## config.mk

```make
export PLATFORM = sky130hd
export DESIGN_NAME = store_rmw_sequencer
export DESIGN_NICKNAME = d
export VERILOG_FILES = /design/src/rtl/store_rmw_sequencer.sv
export SDC_FILE = /design/constraint.sdc
export NUM_CORES = 1
export LEC_CHECK = 0
export ABC_CLOCK_PERIOD_IN_PS = 3800
export CORE_UTILIZATION = 29
export CTS_CLUSTER_SIZE = 20
export DETAILED_ROUTE_END_ITERATION = 10
export GPL_TIMING_DRIVEN = 0
export PLACE_DENSITY = 0.62
export REMOVE_ABC_BUFFERS = 1
export SYNTH_ARGS = -nofsm -noshare
export SYNTH_HDL_FRONTEND = slang
export SYNTH_SLANG_ARGS = --single-unit
```

## constraint.sdc

```tcl
create_clock -name iCLK -period 3.8 [get_ports iCLK]
set_input_delay 0.38 -clock iCLK [delete_from_list [all_inputs] [get_ports iCLK]]
set_output_delay 0.38 -clock iCLK [all_outputs]
set_load 0.05 [all_outputs]
```

## src/rtl/store_rmw_sequencer.sv

```systemverilog
// store_rmw_sequencer: sequences SB/SH read-modify-write and SW direct stores into a byte-enable-less single-port RAM.
module store_rmw_sequencer #(
  parameter int RD_LATENCY = 1
) (
  input  logic        iCLK,
  input  logic        iRST,
  input  logic        iSTART,
  input  logic [2:0]  iFUNC3,
  input  logic [31:0] iADDR,
  input  logic [31:0] iWDATA,
  output logic        oBUSY,
  output logic        oDONE,
  output logic        oMISALIGN,
  output logic        oILLEGAL,
  output logic        oRAM_CE,
  output logic        oRAM_RD,
  output logic        oRAM_WR,
  output logic [31:0] oRAM_ADDR,
  input  logic [31:0] iRAM_DATA,
  output logic [31:0] oRAM_DATA
);
  localparam logic [2:0] IDLE = 3'd0, READ = 3'd1, WAIT = 3'd2, WRITE = 3'd3, DONE = 3'd4;
  logic [2:0]  state, nxt, func3;
  logic [1:0]  cnt;
  logic [31:0] addr, wdata;
  logic        ill, mis, last_wait, accept;
  function automatic logic [31:0] merge(input logic [2:0] f, input logic [1:0] a, input logic [31:0] w, input logic [31:0] r);
    logic [31:0] m;
    m = r;
    if (f == 3'd0) m[{a, 3'b000} +: 8] = w[7:0];
    else if (f == 3'd1) m[{a[1], 4'b0000} +: 16] = w[15:0];
    else m = w;
    return m;
  endfunction
  assign ill       = iFUNC3 > 3'd2;
  assign mis       = (iFUNC3 == 3'd1 && iADDR[0]) || (iFUNC3 == 3'd2 && iADDR[1:0] != 2'b00);
  assign last_wait = state == WAIT && cnt == 2'(RD_LATENCY - 1);
  assign accept    = state == IDLE && iSTART;
  always_comb begin
    nxt = state == IDLE  ? (iSTART ? ((ill || mis) ? DONE : iFUNC3 == 3'd2 ? WRITE : READ) : IDLE)
        : state == READ  ? WAIT
        : state == WAIT  ? (last_wait ? WRITE : WAIT)
        : state == WRITE ? DONE : IDLE;
  end
  // Strobes and bus values are registered from the next state so they line up with that state's cycle.
  always_ff @(posedge iCLK) begin
    if (iRST) begin
      state     <= IDLE;
      cnt       <= 2'd0;
      func3     <= 3'd0;
      addr      <= 32'd0;
      wdata     <= 32'd0;
      oBUSY     <= 1'b0;
      oDONE     <= 1'b0;
      oMISALIGN <= 1'b0;
      oILLEGAL  <= 1'b0;
      oRAM_CE   <= 1'b0;
      oRAM_RD   <= 1'b0;
      oRAM_WR   <= 1'b0;
      oRAM_ADDR <= 32'd0;
      oRAM_DATA <= 32'd0;
    end else begin
      state     <= nxt;
      cnt       <= state == WAIT ? cnt + 2'd1 : 2'd0;
      if (accept) begin
        func3 <= iFUNC3;
        addr  <= iADDR;
        wdata <= iWDATA;
      end
      oBUSY     <= nxt != IDLE;
      oDONE     <= nxt == DONE;
      oMISALIGN <= accept && mis;
      oILLEGAL  <= accept && ill;
      oRAM_CE   <= nxt == READ || nxt == WRITE;
      oRAM_RD   <= nxt == READ;
      oRAM_WR   <= nxt == WRITE;
      if (nxt == READ || nxt == WRITE) oRAM_ADDR <= {(state == IDLE ? iADDR[31:2] : addr[31:2]), 2'b00};
      if (nxt == WRITE) oRAM_DATA <= state == IDLE ? iWDATA : merge(func3, addr[1:0], wdata, iRAM_DATA);
    end
  end
endmodule

```

# Yosys cells after proc, flatten, opt, wreduce, memory -nomap -nowiden
# Index checks and enable logic that the tools add are counted.
dict set report op_classes {
  n_eq_ne 9
  mux 14
  shifts 4
  bitwise 1
  reduce_logical 15
  n_addsub 3
  magnitude_cmp 1
}
# operator count
set op_table {}
lappend op_table {{two-way mux 32 bit} 3}
lappend op_table {{bitwise mux 32 bit} 2}
lappend op_table {{variable shift 16 x 7 -> 32 bit, first input constant} 1}
lappend op_table {{variable shift 8 x 7 -> 32 bit, first input constant} 1}
lappend op_table {{variable part select 16 x 7 -> 32 bit} 1}
lappend op_table {{variable part select 8 x 7 -> 32 bit} 1}
lappend op_table {{two-way mux 30 bit} 1}
lappend op_table {{two-way mux 3 bit} 6}
lappend op_table {{negator 5 -> 7 bit} 2}
lappend op_table {{== test 3 x 1 -> 1 bit, second input constant} 4}
lappend op_table {{== test 3 x 2 -> 1 bit, second input constant} 4}
lappend op_table {{logical AND 1 bit} 6}
lappend op_table {{zero test 3 bit} 2}
lappend op_table {{== test 3 bit, second input constant} 1}
lappend op_table {{greater-than comparator 3 x 2 -> 1 bit, second input constant} 1}
lappend op_table {{logical OR 1 bit} 3}
lappend op_table {{nonzero test 3 bit} 1}
lappend op_table {{adder 2 x 1 -> 2 bit, second input constant} 1}
lappend op_table {{zero test 2 bit} 1}
lappend op_table {{two-way mux 2 bit} 1}
lappend op_table {{nonzero test 2 bit} 1}
lappend op_table {{OR reduction 2 bit} 1}
lappend op_table {{two-way mux 1 bit} 1}
lappend op_table {{inverter 1 bit} 1}
dict set report totals {
  output_inout_bits 71
  register_bits 141
  inputBits 102
}

# Depth between registers and ports, before layout
dict set report depth {
  depth_word 9
  ltp_mapped 9
}

# Worst setup path after synthesis
# Ideal clock, no wire load.
dict set report synth_timing {
  path_type {register to register}
  from {register addr[1]}
  to {register oRAM_DATA[7]}
  stages_incl_launch_ff 9
  required_time_ps 3708
  setup_time_ps 92
  t_arrival_ps 2589
  setup_slack_ps 1119
  cell_sequence {dfxtp_1 > buf_2 > buf_2 > inv_1 > ha_1 > or3b_2 > o221ai_1 > a221oi_1 > o32ai_1}
}
dict set report synth_between {
  elab_chain_len 6
  elab_cells_between_ends 11
  classes_between {add/sub: 2; shift: 4; mux: 5}
}
# element line
set synth_lines {}
lappend synth_lines {{start, declared} 25} ;# logic [31:0] addr, wdata;
lappend synth_lines {{start signal, assigned} 67} ;# addr <= iADDR;
lappend synth_lines {{negator 5 -> 7 bit} 31} ;# else if (f == 3'd1) m[{a[1], 4'b0000} +: 16] = w[15:0];
lappend synth_lines {{variable part select 16 x 7 -> 32 bit / variable shift 16 x 7 -> 32 bit (equally long branches)} 31}
lappend synth_lines {{bitwise mux 32 bit} 31}
lappend synth_lines {{two-way mux 32 bit} 31}
lappend synth_lines {{two-way mux 32 bit *} 30} ;# if (f == 3'd0) m[{a, 3'b000} +: 8] = w[7:0];
lappend synth_lines {{two-way mux 32 bit *} 78} ;# if (nxt == WRITE) oRAM_DATA <= state == IDLE ? iWDATA : merge(func3, addr[1:0], wdata, iRAM_DATA);
lappend synth_lines {{end signal, assigned} 78}
lappend synth_lines {{end, declared} 20} ;# output logic [31:0] oRAM_DATA
# Mark *: on every way between the ends. The rest lies on a longest branch, timed or not.
# A chain may end at the register's enable or synchronous reset.

# Worst setup path in the final report
dict set report layout_timing {
  from {register state[2]}
  to {register oRAM_ADDR[28]}
}
dict set report layout_between {
  elab_chain_len 8
  elab_cells_between_ends 14
  classes_between {eq/ne: 5; mux: 6; reduce/logical: 3}
}
# element line
set layout_lines {}
lappend layout_lines {{start, declared} 23} ;# logic [2:0] state, nxt, func3;
lappend layout_lines {{start signal, assigned} 63} ;# state <= nxt;
lappend layout_lines {{== test 3 x 2 -> 1 bit} {37, 42}}
lappend layout_lines {{logical AND 1 bit} 37} ;# assign last_wait = state == WAIT && cnt == 2'(RD_LATENCY - 1);
lappend layout_lines {{two-way mux 1 bit} 42} ;# : state == WAIT ? (last_wait ? WRITE : WAIT)
lappend layout_lines {{two-way mux 3 bit} 42}
lappend layout_lines {{two-way mux 3 bit} 41} ;# : state == READ ? WAIT
lappend layout_lines {{two-way mux 3 bit} 40} ;# nxt = state == IDLE ? (iSTART ? ((ill || mis) ? DONE : iFUNC3 == 3'd2 ? WRITE : READ) : IDLE)
lappend layout_lines {{== test 3 x 1 -> 1 bit / == test 3 x 2 -> 1 bit (equally long branches)} 77} ;# if (nxt == READ || nxt == WRITE) oRAM_ADDR <= {(state == IDLE ? iADDR[31:2] : addr[31:2]), 2'b00};
lappend layout_lines {{logical OR 1 bit} 77}
lappend layout_lines {{end signal, assigned} 77}
lappend layout_lines {{end, declared} 18} ;# output logic [31:0] oRAM_ADDR,
# Several ways; a longest one is shown, not always the timed one.

==> results.md <==
- Syn avg cell area: 8.247 um^2
- Hold Crit Depth: 2
- First-pass GRT wire length: 34420 um
- R2r setup slk: 0.23 ns
- Count of state elements after synthesis: 141
- Crit start category: register
- CTS Hold Bufs: 0
- Final Hold Fails: 0
- DR WL/cell: 17.22 um
- Status: finished, final reports clean
- Final instance area: 9349 um^2
- Number of synthesized flops with an enable pin: 0
- CTS tree: done
- 1st-iter DRT viols: 352
- Die width: 154.7 um
- DP HPWL: 14360 um
- Clk buf depth: 2
- Post-CTS sizing: 0
- Post-layout min period: 3.572 ns
- Worst Setup End Kind: register
- P&R area growth vs syn: 38.24%
- Buffers & Inverters on Critical Path: 0
- Yosys warning total: 0
- Total grt overflow: 0
- Worst EP required: 4.05 ns
- Detail Route Antenna Nets: 0
- FILL cells: 2305
- Final count of pins violating max slew: 0
- # rows: 55
- Num CTS Buffers: 17
- Hold Crit Start: iRST
- Area of the multi-input gates: 3570 um^2
- Initial antenna violation count: 2
- # port buffers: 170
- Syn Inst Count: 820
- Register area: 2824 um^2
- Clk_lat worst skew: 0.42 ns
- # Post-CTS Setup Buffers: 0
- Drt drc: 0
- Clock sink count: 141
- Worst r2r src: state[2]
- CP top delay family: simple AND/OR/NAND/NOR gates
- Ys async rst share: 0
- Full die area: 23940 um^2
- Reg-to-Reg End: oRAM_ADDR[28]
- Netlist Area Pre-Place: 6763 um^2
- RD Place Congestion: 0.7340
- Worst min path class: in -> reg
- Setup Skew: 0.009511 ns
- Io pins: 173
- Slowest cell on crit path: or4b_4
- GRT Resource Usage Total: 0.1833
- Overall power: 0.004553 W
- Utilization after layout: 0.4104
- Number of cells after detailed placement: 1238
- Largest net degree at the start of global routing: 91
- Initial Util: 0.2969
- Power density over the cells: 487.0 nW/um^2
- Core Area: 22780 um^2
- MaxCap Viol Count: 0
- Dpl cell area: 8725 um^2
- Hold Path End: addr[17]
- Slew @ Worst Pin: 1.297 ns
- Crit path launch: state[2]
- Relative slew slack: 0.1238
- Peak VDD IR: 0.2356 mV
- Worst path max stage delay: 0.98 ns
- Worst-path clk slew: 0.07 ns
- Largest fanout on the critical path: 70
- First drt pass iteration count: 5
- Sequential cell area fraction in the yosys report: 0.4174
- Critical Setup Path Class: reg -> reg
- Final period util: 0.9399
- R2r worst-path depth: 4
- Htree depth: 4
- Vias in the first global route: 6232
- Count of different cell masters after synthesis: 48
- Cells along the critical path: or4b_4, a211oi_4, or2_2, a311oi_2
- Final hold slack: 0.3971 ns
- Achievable clock frequency: 280.0 MHz
- Chip height: 154.7 um
- Final nets: 1053
- CTS root buf: clkbuf_16
- Post-Route WL: 21900 um
- Most frequently used flop master after synthesis: dfxtp_1
- Final Non-Filler Cells: 1272
- Via count: 6463
- Vias per cell: 5.081
- Leak: 3.209 nW
- Final setup viols: 0
- Critical path arrival: 3.82 ns
- RSZ-0062 raised after global routing: no
- Share of cells above drive strength 1: 0.09081
## layout make-up
type / instances / share of cell area
Timing Repair Buffer: 184 / 0.2050
Clock buffer: 18 / 0.04590
Antenna cell: 1 / 0.0002677
Sequential cell: 141 / 0.3021
Clock inverter: 14 / 0.01941
Inverter: 9 / 0.003613
Tap cell: 313 / 0.04189
Multi-Input combinational cell: 592 / 0.3818
## state kept, by name, summed over array words and instances (netlist names)
| name | cells |
|---|---|
| oDONE | 1 |
| oBUSY | 1 |
| func3 | 3 |
| wdata | 32 |
| cnt | 2 |
| oRAM_CE | 1 |
| oRAM_DATA | 32 |
| state | 3 |
| oMISALIGN | 1 |
| oRAM_ADDR | 30 |
| oRAM_RD | 1 |
| addr | 32 |
| oILLEGAL | 1 |
| oRAM_WR | 1 |
## kinds of logic (layout without fill, tap and decap cells)
logic type               after synthesis  after routing  share of synthesized area
AND/OR/NAND/NOR                      354            354                     0.2285
AO/OA/AOI/OAI                        213            213                     0.2566
flip-flops                           141            141                     0.4174
buffers and inverters                 88            225                    0.06087
multiplexers                          16             16                    0.02368
adder cells (fa/ha/maj)                6              6                    0.01110
other                                  1              3                  0.0005545
XOR/XNOR                               1              1                   0.001295
## stage by stage
stage	setup TNS (ns)	setup WS (ns)
4_1_cts	0	0.1470
6_report	0	0.2285
3_5_place_dp	-6.409	-0.2284
2_1_floorplan	-34.71	-1.023
3_3_place_gp	-436.73	-4.619
5_1_grt	0	0.02680
## Yosys cell counts (all sizes together), types with 2 or more instances
cell type / instances / area, um^2
o2111ai: 8 / 70.07
o21a: 2 / 15.01
inv: 9 / 33.78
nor3: 35 / 180.2
or3: 3 / 18.77
mux2i: 16 / 160.2
and3: 8 / 50.05
buf: 28 / 186.4
a211o: 8 / 70.07
dfxtp: 141 / 2823
o22ai: 8 / 50.05
a221oi: 16 / 140.1
nand3: 8 / 40.04
o21ai: 8 / 40.04
nor4bb: 3 / 30.03
a311oi: 55 / 663.1
nand2b: 19 / 118.9
nor4: 3 / 18.77
nor4b: 3 / 32.53
or2: 2 / 12.51
a221o: 16 / 160.2
nor2: 38 / 142.6
a21oi: 77 / 385.4
o32ai: 8 / 70.07
clkbuf: 51 / 191.4
ha: 6 / 75.07
nand2: 226 / 848.3
## per-layer routing
layer	track usage	share of wire	vias up
li1	-	-	3195
met1	0.2290	0.46	3065
met2	0.3038	0.46	186
met3	0.06500	0.073	15
met4	0.03630	0.0080	2
met5	0	0.00059	-
## layout by cell type, fill, tap and decap left out, types with 9 or more instances in the layout
cell             count
mux2i_1             16
dfxtp_1            140
nand2_1            226
inv_1                9
a311oi_1            26
a221o_1             16
a21oi_1             77
nor2_1              38
clkbuf_16           17
clkdlybuf4s50_1    169
nand2b_1            19
nor3_1              34
a221oi_1            16
a311oi_2            29
## worst max-delay path by stage
stage	end	slack, ns	depth (start not counted)
floorplan	oRAM_DATA[0]	-1.02	4
global placement	oRAM_DATA[1]	-4.62	5
detailed placement	oRAM_ADDR[21]	-0.23	5
CTS	oRAM_ADDR[9]	0.15	4
global route	oRAM_ADDR[8]	0.03	4
finish	oRAM_ADDR[28]	0.23	4
## power breakdown
part / switching (W) / total (W) / internal [W]
logic: 0.000671 / 0.00111 / 0.000435
clock network: 0.000713 / 0.00176 / 0.00105
registers: 0.0000940 / 0.00168 / 0.00159
No activity file was read; power rests on OpenSTA's default activity.
